## config.mk

```make
export PLATFORM = sky130hd
export DESIGN_NAME = apb_reg_subordinate
export DESIGN_NICKNAME = d
export VERILOG_FILES = /design/src/rtl/apb_reg_subordinate.sv
export SDC_FILE = /design/constraint.sdc
export NUM_CORES = 1
export LEC_CHECK = 0
export BUFFER_PORTS_ARGS = -buffer_cell sky130_fd_sc_hd__buf_2
export CORE_ASPECT_RATIO = 0.6
export CORE_MARGIN = 5
export CORE_UTILIZATION = 54
export DETAILED_ROUTE_END_ITERATION = 16
export HOLD_SLACK_MARGIN = 0.05
export MAX_ROUTING_LAYER = met4
export PLACE_DENSITY = 0.81
export SETUP_SLACK_MARGIN = 0.2
export SYNTH_ARGS = -nofsm -noshare
export SYNTH_HDL_FRONTEND = slang
export SYNTH_SLANG_ARGS = --single-unit
```

## constraint.sdc

```tcl
create_clock -name clk -period 3.3 [get_ports clk]
set_input_delay 0.495 -clock clk [delete_from_list [all_inputs] [get_ports clk]]
set_output_delay 0.495 -clock clk [all_outputs]
set_load 0.05 [all_outputs]
```

## src/rtl/apb_reg_subordinate.sv

```systemverilog
// APB completer with a bank of byte-strobed software registers, programmable
// wait states and an error response for misaligned, out-of-range or unprivileged accesses.
module apb_reg_subordinate #(
  parameter int AddrWidth     = 32,
  parameter int DataWidth     = 32,
  parameter int RegNum        = 8,
  parameter int WaitCycles    = 0,
  parameter int ProtectWrites = 0
) (
  input  logic                          clk,
  input  logic                          nReset,
  input  logic [AddrWidth-1:0]          addr,
  input  logic                          sel,
  input  logic                          enable,
  input  logic                          write,
  input  logic [DataWidth-1:0]          wData,
  input  logic [DataWidth/8-1:0]        strb,
  input  logic [3:0]                    prot,
  output logic                          ready,
  output logic [DataWidth-1:0]          rData,
  output logic                          subError,
  output logic [RegNum*DataWidth-1:0]   regs
);

  localparam int ByteLanes = DataWidth / 8;
  localparam int LaneShift = $clog2(ByteLanes);
  localparam int IdxW      = $clog2(RegNum);

  typedef enum logic {IDLE, ACCESS} state_t;

  state_t                 state_reg;
  logic [3:0]             cnt_reg;
  logic [AddrWidth-1:0]   addr_reg;
  logic                   write_reg;
  logic [DataWidth-1:0]   wdata_reg;
  logic [ByteLanes-1:0]   strb_reg;
  logic                   priv_reg;

  logic [DataWidth-1:0]   reg_file [RegNum];

  logic [AddrWidth-1:0]   word_addr;
  logic [IdxW-1:0]        idx;
  logic                   misaligned;
  logic                   out_of_range;
  logic                   denied;
  logic                   bad;

  // Only the privilege bit of prot matters here.
  logic unused_prot;
  assign unused_prot = ^prot[3:1];

  // Decode works purely on the latched setup-phase copies.
  assign word_addr    = addr_reg >> LaneShift;
  assign idx          = word_addr[IdxW-1:0];
  assign misaligned   = |(addr_reg & AddrWidth'(ByteLanes - 1));
  assign out_of_range = word_addr >= AddrWidth'(RegNum);
  assign denied       = write_reg & (ProtectWrites != 0) & ~priv_reg;
  assign bad          = misaligned | out_of_range | denied;

  assign ready    = (state_reg == ACCESS) & (cnt_reg == 4'd0) & sel & enable;
  assign subError = ready & bad;
  assign rData    = (ready & ~write_reg & ~bad) ? reg_file[idx] : '0;

  always_ff @(posedge clk or negedge nReset) begin
    if (!nReset) begin
      state_reg <= IDLE;
      cnt_reg   <= 4'd0;
      addr_reg  <= '0;
      write_reg <= 1'b0;
      wdata_reg <= '0;
      strb_reg  <= '0;
      priv_reg  <= 1'b0;
    end else begin
      case (state_reg)
        IDLE: begin
          // sel with enable already high is a protocol violation and is ignored.
          if (sel && !enable) begin
            addr_reg  <= addr;
            write_reg <= write;
            wdata_reg <= wData;
            strb_reg  <= strb;
            priv_reg  <= prot[0];
            cnt_reg   <= 4'(WaitCycles);
            state_reg <= ACCESS;
          end
        end
        ACCESS: begin
          if (sel && enable) begin
            if (cnt_reg != 4'd0) begin
              cnt_reg <= cnt_reg - 4'd1;
            end else begin
              state_reg <= IDLE;
            end
          end else begin
            cnt_reg   <= 4'd0;
            state_reg <= IDLE;
          end
        end
        default: begin
          cnt_reg   <= 4'd0;
          state_reg <= IDLE;
        end
      endcase
    end
  end

  genvar gi;
  generate
    for (gi = 0; gi < RegNum; gi++) begin : g_reg
      logic wr_en;
      assign wr_en = ready & write_reg & ~bad & (idx == IdxW'(gi));

      always_ff @(posedge clk or negedge nReset) begin
        if (!nReset) begin
          reg_file[gi] <= '0;
        end else if (wr_en) begin
          for (int b = 0; b < ByteLanes; b++) begin
            if (strb_reg[b]) begin
              reg_file[gi][8*b +: 8] <= wdata_reg[8*b +: 8];
            end
          end
        end
      end

      assign regs[gi*DataWidth +: DataWidth] = reg_file[gi];
    end
  endgenerate

endmodule

```

==> results.json <==
{
  "path_max_fanout": 5,
  "post-dp-hpwl_um": 29500,
  "core_um2": 27600,
  "drv_slew": 0,
  "synth.distinct_cells": 33,
  "die_w_um": 226,
  "async_flop_share_pct": 100,
  "grt_overflow": 0,
  "hold_viol_final": 0,
  "outcome": "finished, violations left",
  "leakage_nw": 10.2,
  "cts_buffers": 30,
  "grt_max_degree": 83,
  "cts_tree": "yes",
  "ir_worst_vdd_v": 0.000409,
  "synth_top_family_by_area": "multiplexers",
  "dieArea_um2": 31500,
  "vias": 10300,
  "synth_fa_ha_area_share_pct": 0.0829,
  "fin_crit_ps": 3330,
  "area_delta_synth_final_pct": 29.0,
  "core.rowCount": 47,
  "insertion_delay_ps": 570,
  "cts.sinks": 330,
  "slew_headroom_pct": 40.5,
  "path_cells": "inv_1 > ha_2 > or3b_4 > nand2b_4 > or4_4 > bufbuf_16 > nor2_2 > buf_6",
  "critPathKind": "reg -> out",
  "fin_total_pwr_mw": 8.91,
  "fin_setup_tns_ps": -88.1,
  "required_ps": 2800,
  "instances_no_fill": 1756,
  "path_clk_slew_ps": 70,
  "setup_ws_ps": -28.2,
  "htree_levels": 1,
  "end_kind": "primary output",
  "initial_core_util_pct": 54.7,
  "cts_root_buf": "clkbuf_16",
  "postSynthAreaPerCell_um2": 16.0,
  "layout.nets": 1440,
  "synth_top_flop_cell": "dfrtp_1",
  "cpPeakStageDelay_ps": 500,
  "crit_family": "simple AND/OR/NAND/NOR gates",
  "firstDrtPassIters": 5,
  "critical_path_buf_inv_count": 3,
  "drcViolationCount": 0,
  "synthMuxAreaShare_pct": 35.9,
  "layout_common_cells": "buf_2 (328), dfrtp_1 (327), mux2_2 (325)",
  "synth_edf_count": 0,
  "track_usage_pct": 28.9,
  "largest_reg_flops": 256,
  "drtAntennaViolNets": 0,
  "maxCapViolCount": 0,
  "die_y_um": 140,
  "netlist_instances": 943,
  "wl_per_cell_um": 25.3,
  "crit_arrival_ps": 2830,
  "synthSimpleGateAreaFrac_pct": 7.52,
  "finalCritPeriodShare_pct": 101,
  "antenna_found_initial": 3,
  "fmax_ghz": 0.300,
  "syn-cell-area_um2": 15100,
  "min_path_type": "in -> reg",
  "post-place-ws_ps": 247,
  "drive_gt1_share_pct": 68.8,
  "utilization_pct": 70.6,
  "syn-num-nets": 1021,
  "io_buffers": 362,
  "ys_warn_count": 0,
  "synth_compound_area_share_pct": 0.290,
  "grt_pass1_wl_um": 68500,
  "cp-start-kind": "flop",
  "synth_xor_area_share_pct": 0,
  "final_common_cell": "buf_2",
  "place_inst": 1681,
  "final.setup_skew_ps": 20.0,
  "drt_iter0_drc": 630,
  "dpl_cell_area_um2": 17700,
  "viasPerCell": 5.87,
  "power_density_nw_per_um2": 457,
  "place.gp.congestion": 0.872,
  "worstMarginPinSlew_ps": 880,
  "critPathSlowestCell": "or4_4",
  "grt_pass1_vias": 10900,
  "ioPinCount": 367,
  "routed_wirelength_um": 44500,
  "violations": "setup timing",
  "rsz0062_at_grt": "yes",
  "cts_buffer_depth": 3,
  "fin_area_um2": 19500,
  "ys_ff_latch": 330,
  "holdWs_ps": 151,
  "setup_viol": 4,
  "yosysSeqAreaShare_pct": 54.7
}
[routing by layer]
layer	wire length [µm]	global-route usage, %	up-vias
met5	0	-	-
met4	592	4.42	0
met3	2990	6.52	50
met2	21300	44.7	409
met1	19600	40.7	5471
li1	-	-	4376
[logic make-up (layout without fill, tap and decap cells)]
logic type | after synthesis | after routing
simple gates | 134 | 134
buf+inv | 49 | 492
other cells | 0 | 3
flops | 330 | 330
fa+ha+maj | 1 | 1
compound gates | 8 | 8
mux | 421 | 421
[cells in the mapped netlist (2+ instances only)]
cell,count,area (µm²)
nor3_1,2,10.0
nor4_4,29,617
buf_4,6,45.0
buf_2,10,50.1
nand2_1,37,139
nor2b_1,2,12.5
mux2_2,325,3660
buf_1,12,45.0
nor4bb_1,3,30.0
inv_1,3,11.3
and4b_1,3,30.0
nor4_1,6,37.5
dfrtp_1,330,8260
mux4_2,64,1440
clkbuf_1,17,63.8
nor2_1,38,143
o21ai_0,5,25.0
nor4_2,3,37.5
nand4_1,2,12.5
and3_1,2,12.5
mux2i_1,32,320
[cell type report]
class	instances	area, µm²
inverter	3	11.3
multi-input combinational	564	6870
fill	1817	8100
timing repair buffer	433	2810
antenna	3	7.51
clock buffer	42	927
clock inverter	14	129
sequential	330	8270
tap	367	459
[power breakdown]
| part | total [mW] | internal (mW) | switching (mW) |
|---|---|---|---|
| registers | 4.51 | 4.20 | 0.309 |
| clock network | 3.68 | 2.12 | 1.56 |
| logic | 0.724 | 0.359 | 0.365 |
[path summary, 6_finish.rpt]
kind                         startpoint             to  slack (ps)  cells past startpoint
max                          cnt_reg[0]      rData[15]         -30                      8
min                           wData[24]  wdata_reg[24]         150                      2
max reg2reg                 addr_reg[2]        regs[7]         470                      6
min reg2reg                addr_reg[28]   addr_reg[28]         510                      1
max in group asynchronous        nReset       regs[84]        1880                      3
min in group asynchronous        nReset   addr_reg[26]         490                      2
[what timing repair did]
item / 4_1_cts / 5_1_grt
gates resized for setup: 125 / 28
hold endpoints to repair: 74 / 0
hold buffers: 1 / 0
setup buffers: 9 / 2
endpoints found under the setup margin: 32 / 33
cloned: 4 / 0
pin swaps: 22 / 3
Note: power is estimated with default switching activity, not from simulation.
